`src/rtl/shift_restore_pkg.sv`:
```
// Shared colour/shift types and constants for the shift-restore datapath.
// Latency: n/a (types only). Backpressure: n/a.
// Included by shift_restore and restore_alu.
package shift_restore_pkg;

    localparam int N_COLOR_TO_SHIFTED = 2;

    typedef logic [7:0] color_t;
    typedef logic [$bits(color_t)+N_COLOR_TO_SHIFTED-1:0] shifted_t;
    typedef logic [1:0] shift_val_t;

    typedef enum logic [1:0] {
        RIGHT = 2'd0,
        LEFT  = 2'd1,
        ZERO  = 2'd2
    } shift_dir_t;

    typedef struct packed {
        shift_dir_t dir;
        shift_val_t val;
    } shifter_t;

    localparam color_t MIN_COLOR = 8'h00;
    localparam color_t MAX_COLOR = 8'hFF;

    // Headroom for the largest inverse left shift (<< 3) so nothing wraps before clamping.
    localparam int WIDE_W = $bits(shifted_t) + 3;
    typedef logic [WIDE_W-1:0] wide_t;

endpackage

```
`src/rtl/restore_alu.sv`:
```
// Combinational inverse of the forward colour shift, with clamp to MAX_COLOR.
// Latency: 0 cycles. Backpressure: none (pure function of its inputs).
// SHIFT_RESTORE_ROUND_EN selects round-half-up on the LEFT-inverse path (default: truncate).
module restore_alu
    import shift_restore_pkg::*;
(
    input  shifted_t din,
    input  shifter_t param,
    input  logic     en,
    output color_t   color,
    output logic     sat
);

    wide_t din_w;
    wide_t wide;
    logic  zero;

    assign din_w = {3'b000, din};

    always_comb begin
        wide = din_w;
        zero = 1'b0;
        if (en) begin
            case (param.dir)
                RIGHT: begin
                    wide = din_w << param.val;
                end
                LEFT: begin
                    // Forward LEFT only encodes 1..2; other amounts pass through unshifted.
                    if (param.val == 2'd1 || param.val == 2'd2) begin
`ifdef SHIFT_RESTORE_ROUND_EN
                        wide = (din_w + (wide_t'(1) << (param.val - 2'd1))) >> param.val;
`else
                        wide = din_w >> param.val;
`endif
                    end
                end
                default: begin
                    zero = 1'b1;
                end
            endcase
        end
    end

    always_comb begin
        sat   = 1'b0;
        color = MIN_COLOR;
        if (!zero) begin
            sat   = (wide > wide_t'(MAX_COLOR));
            color = sat ? MAX_COLOR : wide[$bits(color_t)-1:0];
        end
    end

endmodule

```
`src/rtl/shift_restore.sv`:
```
// Restores shifted colour samples through a two-stage valid/ready pipeline and counts clamps.
// Latency: 2 cycles input-to-output with no stall; bubbles collapse.
// Backpressure: holds outputs while out_ready=0 and accepts at most 2 samples. Uses restore_alu.
module shift_restore
    import shift_restore_pkg::*;
#(
    parameter int SAT_CNT_W = 16
) (
    input  logic                 clk,
    input  logic                 rst_n,
    input  logic                 in_valid,
    output logic                 in_ready,
    input  shifted_t             in_data,
    input  shifter_t             in_param,
    input  logic                 in_en,
    output logic                 out_valid,
    input  logic                 out_ready,
    output color_t               out_color,
    output logic                 out_sat,
    output logic [SAT_CNT_W-1:0] sat_cnt,
    input  logic                 sat_clr
);

    logic                 s1_vld_q,   s1_vld_d;
    shifted_t             s1_dat_q,   s1_dat_d;
    shifter_t             s1_prm_q,   s1_prm_d;
    logic                 s1_en_q,    s1_en_d;
    logic                 s2_vld_q,   s2_vld_d;
    color_t               s2_color_q, s2_color_d;
    logic                 s2_sat_q,   s2_sat_d;
    logic [SAT_CNT_W-1:0] sat_cnt_q,  sat_cnt_d;

    color_t alu_color;
    logic   alu_sat;
    logic   s2_load;
    logic   s1_adv;
    logic   in_rdy;
    logic   in_fire;
    logic   out_fire;

    restore_alu u_alu (
        .din   (s1_dat_q),
        .param (s1_prm_q),
        .en    (s1_en_q),
        .color (alu_color),
        .sat   (alu_sat)
    );

    assign s2_load  = ~s2_vld_q | out_ready;
    assign s1_adv   = s1_vld_q & s2_load;
    assign in_rdy   = ~s1_vld_q | s1_adv;
    assign in_fire  = in_valid & in_rdy;
    assign out_fire = s2_vld_q & out_ready;

    always_comb begin
        s1_vld_d   = s1_vld_q;
        s1_dat_d   = s1_dat_q;
        s1_prm_d   = s1_prm_q;
        s1_en_d    = s1_en_q;
        s2_vld_d   = s2_vld_q;
        s2_color_d = s2_color_q;
        s2_sat_d   = s2_sat_q;
        sat_cnt_d  = sat_cnt_q;

        if (in_fire) begin
            s1_vld_d = 1'b1;
            s1_dat_d = in_data;
            s1_prm_d = in_param;
            s1_en_d  = in_en;
        end else if (s1_adv) begin
            s1_vld_d = 1'b0;
        end

        if (s2_load) begin
            s2_vld_d = s1_vld_q;
            if (s1_vld_q) begin
                s2_color_d = alu_color;
                s2_sat_d   = alu_sat;
            end
        end

        // Clear wins over a same-cycle increment; the counter sticks at all-ones.
        if (sat_clr) begin
            sat_cnt_d = '0;
        end else if (out_fire && s2_sat_q && (sat_cnt_q != '1)) begin
            sat_cnt_d = sat_cnt_q + 1'b1;
        end
    end

    always_ff @(posedge clk or negedge rst_n) begin
        if (!rst_n) begin
            s1_vld_q   <= 1'b0;
            s1_dat_q   <= '0;
            s1_prm_q   <= shifter_t'('0);
            s1_en_q    <= 1'b0;
            s2_vld_q   <= 1'b0;
            s2_color_q <= MIN_COLOR;
            s2_sat_q   <= 1'b0;
            sat_cnt_q  <= '0;
        end else begin
            s1_vld_q   <= s1_vld_d;
            s1_dat_q   <= s1_dat_d;
            s1_prm_q   <= s1_prm_d;
            s1_en_q    <= s1_en_d;
            s2_vld_q   <= s2_vld_d;
            s2_color_q <= s2_color_d;
            s2_sat_q   <= s2_sat_d;
            sat_cnt_q  <= sat_cnt_d;
        end
    end

    assign in_ready  = in_rdy;
    assign out_valid = s2_vld_q;
    assign out_color = s2_color_q;
    assign out_sat   = s2_sat_q;
    assign sat_cnt   = sat_cnt_q;

endmodule

```
`config.mk`:
```
export PLATFORM = sky130hd
export DESIGN_NAME = shift_restore
export DESIGN_NICKNAME = d
export VERILOG_FILES = /design/src/rtl/shift_restore_pkg.sv /design/src/rtl/restore_alu.sv /design/src/rtl/shift_restore.sv
export SDC_FILE = /design/constraint.sdc
export NUM_CORES = 1
export LEC_CHECK = 0
export ABC_AREA = 1
export CORE_UTILIZATION = 44
export CTS_CLUSTER_DIAMETER = 200
export DETAILED_ROUTE_END_ITERATION = 6
export PLACE_DENSITY = 0.73
export SLEW_MARGIN = 0
export SYNTH_ARGS = -nofsm -noshare
export SYNTH_HDL_FRONTEND = slang
export SYNTH_SLANG_ARGS = --single-unit
export TNS_END_PERCENT = 100
```
`constraint.sdc`:
```
create_clock -name clk -period 2.65 [get_ports clk]
set_clock_uncertainty 0.2 [all_clocks]
set_input_delay 0.3975 -clock clk [delete_from_list [all_inputs] [get_ports clk]]
set_output_delay 0.3975 -clock clk [all_outputs]
set_load 0.005 [all_outputs]
```
==> flow_summary.json, run 1 <==
{
  "status": "complete, no violations",
  "clock_path_buffers": 2,
  "critical-path-top-delay-family": "buffers and inverters",
  "clock_latency_ns": 0.30,
  "slew_headroom": 0.379,
  "drt_iter0_drc": 181,
  "r2r-end": "out_color[4]",
  "nets": 455,
  "drc": 0,
  "fin_crit_ns": 2.17,
  "num_vias": 2718,
  "cp_data_required_time_ns": 2.05,
  "postCtsSetupBuffers": 0,
  "clk_transition_reported_paths_ns": 0.09,
  "grt_usage": 0.231,
  "syn-num-nets": 411,
  "synth.most_common_cell": "nand2_1",
  "viasPerCell": 5.36,
  "layout-drive-gt1-share": 0.0529,
  "rows": 27,
  "dr.pass1.iters": 5,
  "grt-ovfl-total": 0,
  "grt_max_degree": 43,
  "p_comb_frac": 0.322,
  "place.gp.congestion": 0.920,
  "drt-total-wl_um": 6640,
  "synth_commonest_cells": "158 x nand2_1, 53 x nand3_1, 42 x dfrtp_1",
  "cp_common_cell": "clkdlybuf4s50_1",
  "cap_violations": 0,
  "synthTopCellsByArea": "dfrtp_1 40%, nand2_1 23%, nand3_1 10%",
  "crit_arrival_ns": 1.57,
  "slowest_stage": "clkdlybuf4s50_1",
  "r2r_setup_slack_ns": 0.50,
  "cts_tree": "yes",
  "synth_ff_type": "dfrtp_1",
  "cts.hold.buffers_added": 0,
  "fmax_mhz": 462,
  "reg2reg_depth": 9,
  "p_seq_frac": 0.445,
  "numCtsBuffers": 5,
  "rsz0062_at_grt": "no",
  "root_buffer": "clkbuf_8",
  "tightest_slew_ns": 0.932,
  "cp_num_buf_inv": 3,
  "wire_per_inst_um": 13.1,
  "syn_avg_cell_area_um2": 6.73,
  "setup_viol": 0,
  "ys_warn_count": 0,
  "yosysTopAreaCell": "dfrtp_1",
  "floorplan.die_area_um2": 6280,
  "internal-power_mw": 1.20,
  "synth_cell_types": 25,
  "synth_seq_cells": 42,
  "synthCells": 390,
  "htree_levels": 2,
  "synth.cell_area_um2": 2620,
  "grt_pass1_vias": 2502,
  "final_cell_area_um2": 3220,
  "dp_hpwl_um": 4780,
  "post-route-period-util": 0.818,
  "postPlaceCellArea_um2": 3130,
  "pwr-share-clk": 0.233,
  "fp.coreArea_um2": 5640,
  "crit_type": "input pin to output port",
  "critPathMaxFanout": 3,
  "postRouteAntennaNets": 0,
  "ys_seq_area_frac": 0.401,
  "final-max-slew-violation-count": 0,
  "synth_edf_count": 0,
  "die_w_um": 79.2,
  "crit_chain": "clkdlybuf4s50_1, inv_1, nand3_1, clkdlybuf4s50_1",
  "crit_path_end": "in_ready",
  "grt_first_pass_wirelength_um": 11600,
  "fillers": 542,
  "hold_class": "input pin to asynchronous set/reset pin",
  "cellPowerDensity_nw_per_um2": 588,
  "crit_path_start": "out_ready",
  "ios": 47,
  "port_buffers": 46,
  "fin_util": 0.571,
  "initial_core_util": 0.465,
  "ir_drop_v": 0.000286,
  "area_growth_pct": 22.7,
  "setup_tns_ns": 0,
  "leakage_nw": 1.53,
  "synthArstFlopShare": 1.00,
  "sw_frac_of_total": 0.365,
  "n_antenna_cell": 0,
  "grt_antenna_before_repair": 0,
  "hold_viol": 0,
  "start_kind": "input pin",
  "max_stage_delay_ns": 0.52,
  "cts-resized-gates": 0,
  "setup.worst_path.end_class": "output port",
  "reg2reg_from": "s1_prm_q[0]",
  "die_y_um": 79.2,
  "power.net_switching_mw": 0.691,
  "worst-path-stages": 4,
  "cts.sinks": 42,
  "yosysTopAreaCellShare": 0.401
}
## worst min-delay path by stage
stage,cells past startpoint,slack [ns],startpoint,end
finish,1,0.03,rst_n,s1_dat_q[5]
global route,1,0.13,rst_n,out_color[5]
CTS,1,0.08,rst_n,sat_cnt[8]
detailed placement,2,0.28,s1_vld_q,out_valid
global placement,2,0.26,s1_vld_q,out_valid
floorplan,0,-0.1,rst_n,out_color[0]
## cells by family (layout without fill, tap and decap cells)
family / after synthesis / count (layout) / share of synthesized area
multiplexers: 2 / 2 / 0.00858
buffers and inverters: 36 / 81 / 0.0591
AND/OR/NAND/NOR: 274 / 274 / 0.450
AO/OA/AOI/OAI: 31 / 31 / 0.0639
XOR/XNOR: 4 / 4 / 0.0134
flip-flops: 42 / 42 / 0.401
adder cells (fa/ha/maj): 1 / 1 / 0.00477
## cells in the final DEF, fill, tap and decap left out
cell | synthesis | final
a21oi_1 | 23 | 23
buf_2 | 7 | 1
buf_4 | 0 | 3
clkbuf_8 | 0 | 5
clkdlybuf4s50_1 | 0 | 45
clkinv_1 | 2 | 2
clkinvlp_4 | 0 | 2
dfrtp_1 | 42 | 42
ha_1 | 1 | 1
inv_1 | 21 | 21
inv_2 | 1 | 1
inv_6 | 0 | 1
mux2_2 | 2 | 2
nand2_1 | 158 | 158
nand2_2 | 1 | 1
nand3_1 | 53 | 53
nand3b_1 | 1 | 1
nand4_1 | 13 | 13
nor2_1 | 41 | 41
nor2_2 | 1 | 1
nor2_4 | 3 | 3
nor2_8 | 1 | 1
o21ai_0 | 3 | 3
o21bai_1 | 4 | 4
o31ai_1 | 1 | 1
or2_2 | 2 | 2
xor2_1 | 4 | 4
## metal layers
| metal | track usage | wire, um |
|---|---|---|
| met4 | 0.0800 | 110 |
| met5 | 0 | 0 |
| met1 | 0.325 | 3190 |
| met3 | 0.0414 | 404 |
| met2 | 0.356 | 2930 |
## power groups by stage
stage | registers [mW] | logic [mW] | clock network, mW
after floorplan | 0.816 | 0.375 | 0
after global placement | 0.850 | 0.594 | 0
after detailed placement | 0.851 | 0.608 | 0
after CTS | 0.841 | 0.610 | 0.444
after global routing | 0.853 | 0.694 | 0.471
final | 0.842 | 0.610 | 0.441
## registers in the layout (all words and copies together) (netlist names)
| name | cells |
|---|---|
| out_color | 8 |
| s1_dat_q | 10 |
| sat_cnt | 16 |
| s1_vld_q | 1 |
| out_sat | 1 |
| out_valid | 1 |
| s1_en_q | 1 |
| s1_prm_q | 4 |
## per-stage QoR
stage | power, mW | cells | setup slack [ns] | hold WS (ns)
global route | 2.02 | 507 | 0.251 | 0.134
detailed placement | 1.46 | 499 | 0.447 | 0.284
global placement | 1.44 | 499 | 0.476 | 0.261
finish | 1.89 | 507 | 0.483 | 0.0333
floorplan | 1.19 | 390 | 0.911 | -0.0981
CTS | 1.89 | 507 | 0.470 | 0.0771
## final cells by class
type / instances / area [um^2] / share of cell area
Multi-Input combinational cell: 312 / 1420 / 0.440
Sequential cell: 42 / 1050 / 0.326
Timing Repair Buffer: 49 / 478 / 0.148
Inverter: 24 / 90.1 / 0.0280
Tap cell: 72 / 90.1 / 0.0280
Clock buffer: 5 / 68.8 / 0.0214
Clock inverter: 3 / 23.8 / 0.00738
Note: power is estimated with default switching activity, not from simulation.
==> run 2: changes to the inputs <==
==> constraint.sdc (replaced) <==
create_clock -name clk -period 2.27 [get_ports clk]
set_clock_uncertainty 0.2 [all_clocks]
set_input_delay 0.3405 -clock clk [delete_from_list [all_inputs] [get_ports clk]]
set_output_delay 0.3405 -clock clk [all_outputs]
set_load 0.005 [all_outputs]
==> run 2 against run 1 <==
Setup slack worse by 0.27 ns. Critical path depth stayed put. Final area is 1.1% higher. Utilization is 0.64 points higher. Non-clock buffer count is 5 higher. Cell count is 0.79% higher. Via count is 2.5% lower. Sequential share of layout area is 0.36 points lower. Combinational power is 21% higher. Global-route usage is 0.95 points lower. Total power is 14% higher. Critical endpoint unchanged. Highest routed layer unchanged.
==> flow_summary.json, run 2 (synthesis gave the netlist of run 1 again) <==
{
  "crit_arrival_ns": 1.51,
  "wl_met3_um": 347,
  "rsz0062_at_grt": "no",
  "fin_util": 0.577,
  "slowest_stage": "clkdlybuf4s50_1",
  "wl_met2_um": 2970,
  "fmax_mhz": 487,
  "leakage_nw": 1.55,
  "reg2reg_depth": 9,
  "top_layer": "met4",
  "die_y_um": 79.2,
  "status": "complete, no violations",
  "place_ws_ns": 0.209,
  "rows": 27,
  "clock_latency_ns": 0.29,
  "crit_path_start": "out_ready",
  "start_kind": "input pin",
  "clock_path_buffers": 2,
  "grt-ovfl-total": 0,
  "fin_ws_ns": 0.216,
  "initial_core_util": 0.465,
  "mostFrequentLayoutCells": "158 x nand2_1, 53 x nand3_1, 45 x clkdlybuf4s50_1",
  "root_buffer": "clkbuf_8",
  "place.gp.congestion": 0.882,
  "fillers": 555,
  "crit_type": "input pin to output port",
  "power.total_mw": 2.16,
  "reg2reg_from": "sat_cnt[0]",
  "max_stage_delay_ns": 0.52,
  "final_common_cell": "nand2_1",
  "viasPerCell": 5.18,
  "r2r_setup_slack_ns": 0.26,
  "cts_tree": "yes",
  "fp.coreArea_um2": 5640,
  "fin_cells": 511,
  "wire_per_inst_um": 12.6,
  "port_buffers": 46,
  "largest_register_ffs": 16,
  "ir_drop_v": 0.000381,
  "floorplan.die_area_um2": 6280,
  "fin_crit_ns": 2.05,
  "cts.sinks": 42,
  "die_w_um": 79.2,
  "hold_class": "register to register",
  "drt_iter0_drc": 190,
  "area_growth_pct": 24.1,
  "grt_pass1_vias": 2382,
  "r2r-end": "sat_cnt[8]",
  "cp_data_required_time_ns": 1.73,
  "htree_levels": 2,
  "dr.pass1.iters": 6,
  "num_vias": 2649,
  "n_antenna_cell": 0,
  "numCtsBuffers": 5,
  "crit_chain": "clkdlybuf4s50_1, inv_1, nand3_1, clkdlybuf4s50_1",
  "postPlaceCellArea_um2": 3170,
  "setup_tns_ns": 0,
  "cp_common_cell": "clkdlybuf4s50_1",
  "slew_headroom": 0.606,
  "hold_viol": 0,
  "final-max-slew-violation-count": 0,
  "post-route-period-util": 0.905,
  "critPathMaxFanout": 3,
  "drc": 0,
  "postRouteAntennaNets": 0,
  "ios": 47,
  "dp.cells": 503,
  "grt_first_pass_wirelength_um": 11000,
  "nets": 460,
  "crit_path_end": "in_ready",
  "drt-total-wl_um": 6450,
  "grt_max_degree": 43,
  "grt_antenna_before_repair": 0,
  "grt_usage": 0.222,
  "dp_hpwl_um": 4730,
  "hold_ws_ns": 0.292,
  "layout-drive-gt1-share": 0.0547,
  "cellPowerDensity_nw_per_um2": 665,
  "tightest_slew_ns": 0.588,
  "setup.worst_path.end_class": "output port",
  "clk_transition_reported_paths_ns": 0.07,
  "wl_met1_um": 3040,
  "setup_viol": 0,
  "final_cell_area_um2": 3260,
  "cap_violations": 0
}
## run 2: cell count changes in the layout (fill, tap and decap cells not counted), sizes merged
cell / before / now
buf: 4 / 8
clkbuf: 5 / 7
clkinvlp: 2 / 0
dlygate4sd3: 0 / 1
inv: 23 / 22
## run 2: critical path: cells and delay by family
kind	cells	cell delay, ns
buffers and inverters	3	1.06
and+or+nand+nor	1	0.12
## run 2: metal layers
| metal | vias to the layer above | global-route usage |
|---|---|---|
| met2 | 81 | 0.348 |
| met4 | 0 | 0.0727 |
| met3 | 8 | 0.0425 |
| met5 | - | 0 |
| li1 | 1360 | - |
| met1 | 1200 | 0.306 |
## run 2: repair_timing
item                                    in CTS  in global routing
endpoints found under the hold margin       42                  0
resized for setup                            0                  0
endpoints found under the setup margin       0                  0
buffers inserted                             0                  0
hold buffers                                 1                  0
## run 2: layout make-up
class / count / area (um^2) / area share
inverter: 24 / 90.1 / 0.0277
tap: 72 / 90.1 / 0.0277
multi-input combinational: 312 / 1420 / 0.435
sequential: 42 / 1050 / 0.323
timing repair buffer: 54 / 531 / 0.163
clock buffer: 7 / 76.3 / 0.0234
## run 2: worst min path at each step
stage / from / to / slack (ns) / depth (start not counted)
6_report: s1_vld_q / out_valid / 0.29 / 2
5_1_grt: s1_vld_q / out_valid / 0.34 / 2
4_1_cts: s1_vld_q / out_valid / 0.30 / 2
3_5_place_dp: rst_n / s1_vld_q / 0.25 / 2
3_3_place_gp: rst_n / s1_dat_q[8] / 0.24 / 2
2_1_floorplan: rst_n / out_color[0] / -0.16 / 0
## run 2: where the power goes
| group | total, mW | leakage (nW) | internal (mW) | switching (mW) |
|---|---|---|---|---|
| logic | 0.740 | 1.00 | 0.339 | 0.401 |
| registers | 0.962 | 0.515 | 0.861 | 0.101 |
| clock network | 0.464 | 0.0383 | 0.212 | 0.251 |
| total | 2.16 | 1.55 | 1.41 | 0.753 |
